===== config.mk =====
export PLATFORM = sky130hd
export DESIGN_NAME = alu_const_select_seq
export DESIGN_NICKNAME = d
export VERILOG_FILES = /design/src/rtl/alu_const_select_seq.sv
export SDC_FILE = /design/constraint.sdc
export NUM_CORES = 1
export LEC_CHECK = 0
export CELL_PAD_IN_SITES_DETAIL_PLACEMENT = 0
export CELL_PAD_IN_SITES_GLOBAL_PLACEMENT = 1
export CORE_MARGIN = 3
export CORE_UTILIZATION = 41
export DETAILED_ROUTE_END_ITERATION = 16
export GPL_ROUTABILITY_DRIVEN = 0
export HOLD_SLACK_MARGIN = 0.06
export PLACE_DENSITY = 0.9
export SLEW_MARGIN = 30
export SYNTH_ARGS = -nofsm -noshare
export SYNTH_HDL_FRONTEND = slang
export SYNTH_SLANG_ARGS = --single-unit

===== constraint.sdc =====
create_clock -name Clock -period 6.6 [get_ports Clock]
set_input_delay 0.99 -clock Clock [delete_from_list [all_inputs] [get_ports Clock]]
set_output_delay 0.99 -clock Clock [all_outputs]
set_load 0.01 [all_outputs]

===== src/rtl/alu_const_select_seq.sv =====
// Sequenced constant-select generator: turns a latched op/arg request into one
// (or, for SWEEP, eight) registered one-hot select beats for the constant mux.
module alu_const_select_seq (
  input  logic       Clock,
  input  logic       Reset_n,
  input  logic       Req_Valid,
  output logic       Req_Ready,
  input  logic [2:0] Req_Op,
  input  logic [2:0] Req_Arg,
  input  logic       Flush,
  output logic       Out_Valid,
  input  logic       Out_Ready,
  output logic       Out_Last,
  output logic       PA_Select_0x1_high,
  output logic       PA_Select_0xffOP_low,
  output logic       PA_Select_0x1_low,
  output logic       PA_Select_0x8_low,
  output logic       PA_Select_0x10_low,
  output logic       PA_Select_0x18_low,
  output logic       PA_Select_0x20_low,
  output logic       PA_Select_0x28_low,
  output logic       PA_Select_0x30_low,
  output logic       PA_Select_0x38_low,
  output logic       PA_Select_0x66_low,
  output logic       PA_Select_0x99_low,
  output logic       PA_Select_0x06_low,
  output logic       PA_Select_0x60_low,
  output logic       PA_Select_0x2_low,
  output logic       PA_Select_0x4_low,
  output logic       PA_Select_0x40_low,
  output logic       PA_Select_0x80_low,
  output logic       dbg_state
);

  typedef enum logic {IDLE = 1'b0, OUT = 1'b1} state_t;

  localparam logic [2:0] OP_ZERO  = 3'd0;
  localparam logic [2:0] OP_ONE   = 3'd1;
  localparam logic [2:0] OP_RST   = 3'd2;
  localparam logic [2:0] OP_BIT   = 3'd3;
  localparam logic [2:0] OP_DAA   = 3'd4;
  localparam logic [2:0] OP_PAGE  = 3'd5;
  localparam logic [2:0] OP_SWEEP = 3'd6;
  localparam logic [2:0] OP_HIGH1 = 3'd7;

  // Select vector bit order: 0 0x1_high, 1 0xffOP, 2 0x1, 3 0x8, 4 0x10, 5 0x18,
  // 6 0x20, 7 0x28, 8 0x30, 9 0x38, 10 0x66, 11 0x99, 12 0x06, 13 0x60,
  // 14 0x2, 15 0x4, 16 0x40, 17 0x80.
  function automatic logic [17:0] bit_sel(input logic [2:0] k);
    logic [17:0] s;
    s = '0;
    case (k)
      3'd0: s[2]  = 1'b1;
      3'd1: s[14] = 1'b1;
      3'd2: s[15] = 1'b1;
      3'd3: s[3]  = 1'b1;
      3'd4: s[4]  = 1'b1;
      3'd5: s[6]  = 1'b1;
      3'd6: s[16] = 1'b1;
      default: s[17] = 1'b1;
    endcase
    return s;
  endfunction

  function automatic logic [17:0] decode(input logic [2:0] op, input logic [2:0] arg);
    logic [17:0] s;
    s = '0;
    case (op)
      OP_ZERO: s = '0;
      OP_ONE:  s[2] = 1'b1;
      OP_RST:  if (arg != 3'd0) s[4'(arg) + 4'd2] = 1'b1;
      OP_BIT, OP_SWEEP: s = bit_sel(arg);
      OP_DAA: begin
        case (arg[1:0])
          2'b01: s[12] = 1'b1;
          2'b10: s[13] = 1'b1;
          2'b11: if (arg[2]) s[11] = 1'b1; else s[10] = 1'b1;
          default: s = '0;
        endcase
      end
      OP_PAGE:  s[1] = 1'b1;
      OP_HIGH1: s[0] = 1'b1;
      default:  s = '0;
    endcase
    return s;
  endfunction

  state_t      state_q, state_d;
  logic [2:0]  cnt_q, cnt_d, op_q, op_d, arg_q, arg_d, cnt_inc;
  logic        valid_q, valid_d, last_q, last_d, accept, beat_done;
  logic [17:0] sel_q, sel_d;

  // Handshakes: a request transfers on Req_Valid && Req_Ready, a beat on
  // Out_Valid && Out_Ready; outputs hold while Out_Valid && !Out_Ready, and a
  // new request may land in the same cycle the last beat is taken.
  assign Req_Ready = Reset_n && !Flush && ((state_q == IDLE) || (Out_Ready && last_q));
  assign accept    = Req_Valid && Req_Ready;
  assign beat_done = valid_q && Out_Ready;
  assign cnt_inc   = cnt_q + 3'd1;

  always_ff @(posedge Clock or negedge Reset_n) begin
    if (!Reset_n) begin
      state_q <= IDLE;
      cnt_q   <= '0;
      op_q    <= '0;
      arg_q   <= '0;
      valid_q <= 1'b0;
      last_q  <= 1'b0;
      sel_q   <= '0;
    end else begin
      state_q <= state_d;
      cnt_q   <= cnt_d;
      op_q    <= op_d;
      arg_q   <= arg_d;
      valid_q <= valid_d;
      last_q  <= last_d;
      sel_q   <= sel_d;
    end
  end

  always_comb begin
    state_d = state_q;
    cnt_d   = cnt_q;
    op_d    = op_q;
    arg_d   = arg_q;
    valid_d = valid_q;
    last_d  = last_q;
    sel_d   = sel_q;
    if (Flush) begin
      state_d = IDLE;
      cnt_d   = '0;
      valid_d = 1'b0;
      last_d  = 1'b0;
      sel_d   = '0;
    end else if (accept) begin
      state_d = OUT;
      cnt_d   = '0;
      op_d    = Req_Op;
      arg_d   = Req_Arg;
      valid_d = 1'b1;
      last_d  = (Req_Op != OP_SWEEP);
      sel_d   = decode(Req_Op, Req_Arg);
    end else if (beat_done) begin
      if (last_q) begin
        state_d = IDLE;
        cnt_d   = '0;
        valid_d = 1'b0;
        last_d  = 1'b0;
        sel_d   = '0;
      end else begin
        // SWEEP bit index wraps naturally in 3 bits.
        cnt_d  = cnt_inc;
        sel_d  = bit_sel(3'(arg_q + cnt_inc));
        last_d = (cnt_inc == 3'd7);
      end
    end
  end

  assign Out_Valid            = valid_q;
  assign Out_Last             = last_q;
  assign dbg_state            = state_q;
  assign PA_Select_0x1_high   = sel_q[0];
  assign PA_Select_0xffOP_low = sel_q[1];
  assign PA_Select_0x1_low    = sel_q[2];
  assign PA_Select_0x8_low    = sel_q[3];
  assign PA_Select_0x10_low   = sel_q[4];
  assign PA_Select_0x18_low   = sel_q[5];
  assign PA_Select_0x20_low   = sel_q[6];
  assign PA_Select_0x28_low   = sel_q[7];
  assign PA_Select_0x30_low   = sel_q[8];
  assign PA_Select_0x38_low   = sel_q[9];
  assign PA_Select_0x66_low   = sel_q[10];
  assign PA_Select_0x99_low   = sel_q[11];
  assign PA_Select_0x06_low   = sel_q[12];
  assign PA_Select_0x60_low   = sel_q[13];
  assign PA_Select_0x2_low    = sel_q[14];
  assign PA_Select_0x4_low    = sel_q[15];
  assign PA_Select_0x40_low   = sel_q[16];
  assign PA_Select_0x80_low   = sel_q[17];

endmodule


==> metrics.md <==
| Metric | Value |
|---|---|
| Clock power share | 27.2% |
| Flop pwr share | 46.1% |
| Vias in the first global route | 1469 |
| Die extent in y | 69.8 microns |
| Worst-path clk slew | 90 ps |
| Status | completed |
| H-tree levels | 1 |
| Power Density | 186 nW/um^2 |
| Initial Util | 43.9% |
| Primary FF master, synth | dfrtp_1 |
| Fin Hold WS | 500 ps |
| Buffers on Ports | 32 |
| Most common cell after layout, fill and taps aside | clkdlybuf4s50_1 |
| # hold bufs at CTS | 0 |
| Syn_area_per_cell | 8.96 sq um |
| Ports | 33 |
| Syn Nets | 204 |
| CTS tree | yes |
| Most frequent cells in the layout | clkdlybuf4s50_1, dfrtp_1, nand2_1 |
| Root buf cell | clkbuf_8 |
| Worst-path maximum fanout | 30 |
| Drt wl/cell | 16.7 microns |
| Max-Cap Viols | 0 |
| Yosys synthesis warning count | 0 |
| Slew @ Worst Pin | 540 ps |
| Sw power | 0.117 mW |
| Seq/Total Area, Yosys | 39.0% |
| Min-Delay Path Class | reg2reg |
| Cts bufs inserted | 3 |
| First-pass GRT wire length | 7450 microns |
| Tmin final | 3520 ps |
| PostCTS Resize Cnt | 0 |
| Chip width | 69.8 microns |
| Final Hold Fails | 0 |
| Inst Count DP | 255 |
| Mapped Area | 1670 sq um |
| Filler cells | 339 |
| Largest net degree at the start of global routing | 31 |
| Insertion delay to the later sink of the worst-skew pair | 270 ps |
| Core Area | 3800 sq um |
| Initial drt markers | 109 |
| Hold Crit Depth | 2 |
| Switching share of power | 30.6% |
| Drt total wl | 4330 microns |
| Final Max Tran Viols | 0 |
| First-pass DRT Iterations | 5 |
| # DRC | 0 |
| Clk_skew | 4.79 ps |
| Peak VDD IR | 0.0842 mV |
| EDFF count, synth | 0 |
| Final cell count without fillers | 259 |
| Cell variety after synth | 51 |
| Worst reg2reg path depth | 8 |
| Critical path arrival | 2530 ps |
| Seq cells post-synth | 26 |
| Max Root-Sink Buffers | 2 |
| Pint | 0.266 mW |
| Area delta synth->final | 23.4% |
| FFs w/ async S/R, synth | 100% |
| Unrepaired setup endpoints after global routing | no |
| Lkg Pwr | 0.854 nW |
| Slew HR | 63.9% |
| Fin crit share | 53.4% |
| Util after Layout | 54.2% |
| WS Path Type | in2out |
| DR vias | 1532 |
| DP HPWL | 3240 microns |
| FP Rows | 22 |
| Final setup viols | 0 |
| GRT overflow | 0 |
| Comb pwr share | 26.7% |
| Post-Synthesis Cells | 186 |
| Fin nets | 230 |
| Fmax | 284 MHz |
| Setup TNS | 0 ps |
| Die ar. | 4870 sq um |
| Layout cell share with drive strength beyond 1 | 6.64% |
| Total GRT Usage | 18.4% |
| Worst endpoint required time | 5610 ps |
| Final ANT Viol Nets | 0 |
| Number of vias per cell | 5.92 |
| Setup Fix Bufs, Post-CTS | 0 |
| Initial antenna violation count | 0 |
| Clock sink total | 26 |
| Antenna Cells | 0 |
| CP Capture Type | output pin |
| Setup crit start kind | primary input |
## cells by family after synthesis
kind of cell               count (synthesis)  share of synthesized area, %
and+or+nand+nor                           80                          26.2
AOI/OAI and AO/OA                         47                          20.0
muxes                                      1                         0.601
xor gates and xnor gates                   6                          3.15
buffers and inverters                     19                          5.26
DFF                                       26                          39.0
adders and majority gates                  7                          5.71
## layer usage
| layer | wire length [microns] | GRT usage (%) | vias up |
|---|---|---|---|
| met5 | 0 | 0 | - |
| met4 | 32 | 2.55 | 0 |
| met3 | 272 | 2.61 | 6 |
| met1 | 2060 | 27.7 | 730 |
| met2 | 1960 | 28.8 | 65 |
| li1 | - | - | 731 |
## area by class of cell
class	instances	area, sq um	share of cell area, %
sequential	26	651	31.6
clock buffer	4	55.1	2.68
tap	48	60.1	2.92
timing repair buffer	34	335	16.3
multi-input combinational	141	933	45.4
inverter	6	22.5	1.09
## stage by stage
| step | worst slack (ps) | area, sq um | total power, mW |
|---|---|---|---|
| finish | 3080 | 2060 | 0.383 |
| global route | 2990 | 2060 | 0.403 |
| detailed placement | 3050 | 2000 | 0.280 |
| global placement | 3070 | 2000 | 0.278 |
| CTS | 3060 | 2060 | 0.381 |
| floorplan | 4180 | 1670 | 0.240 |
## worst max-delay path: stages
cell and delay [ps]:
clkdlybuf4s50_1 450, buf_4 330, and3_1 210, clkdlybuf4s50_1 530
## worst paths after layout
kind | startpoint | end | slack (ps)
worst max-delay path | Reset_n | Req_Ready | 3080
worst min-delay path | sel_q[9] | sel_q[9] | 500
worst max register to register | cnt_q[0] | sel_q[2] | 4090
min in group asynchronous | Reset_n | sel_q[5] | 1090
worst min register to register | sel_q[9] | sel_q[9] | 500
max in group asynchronous | Reset_n | Out_Valid | 5240
## sequential cells by signal (all words and copies together), names as in the netlist
signal	count
cnt_q	3
Out_Valid	1
arg_q	3
Out_Last	1
sel_q	18
## Yosys cell counts (2+ instances only)
cell	number	share of area, %
dfrtp_1	26	39
a32oi_1	2	1.1
nor4_1	2	0.75
inv_1	6	1.4
a32o_1	3	1.8
nand4_1	6	2.3
a211oi_1	2	0.90
nand3_1	5	1.5
xor2_1	3	1.6
o21ai_0	17	5.1
and2_0	2	0.75
o211ai_1	2	0.90
a221o_1	4	2.4
ha_1	6	4.5
and4_1	2	1.1
buf_2	4	1.2
a31oi_1	3	1.1
a21oi_1	2	0.60
nor2_1	8	1.8
nor3_1	5	1.5
nor2b_1	6	2.3
xnor2_1	3	1.6
a22o_1	2	1.1
nand2b_1	4	1.5
clkbuf_1	7	1.6
nand2_1	26	5.9
a311oi_1	2	1.1
or3_1	2	0.75
a2bb2oi_1	2	1.1
## power groups by stage
stage	logic, mW	registers, mW	clock network [mW]
6_report	0.102	0.177	0.104
2_1_floorplan	0.0598	0.181	0
3_5_place_dp	0.101	0.180	0
5_1_grt	0.112	0.178	0.112
4_1_cts	0.101	0.177	0.103
3_3_place_gp	0.0988	0.179	0
(Power assumes the default switching activity.)
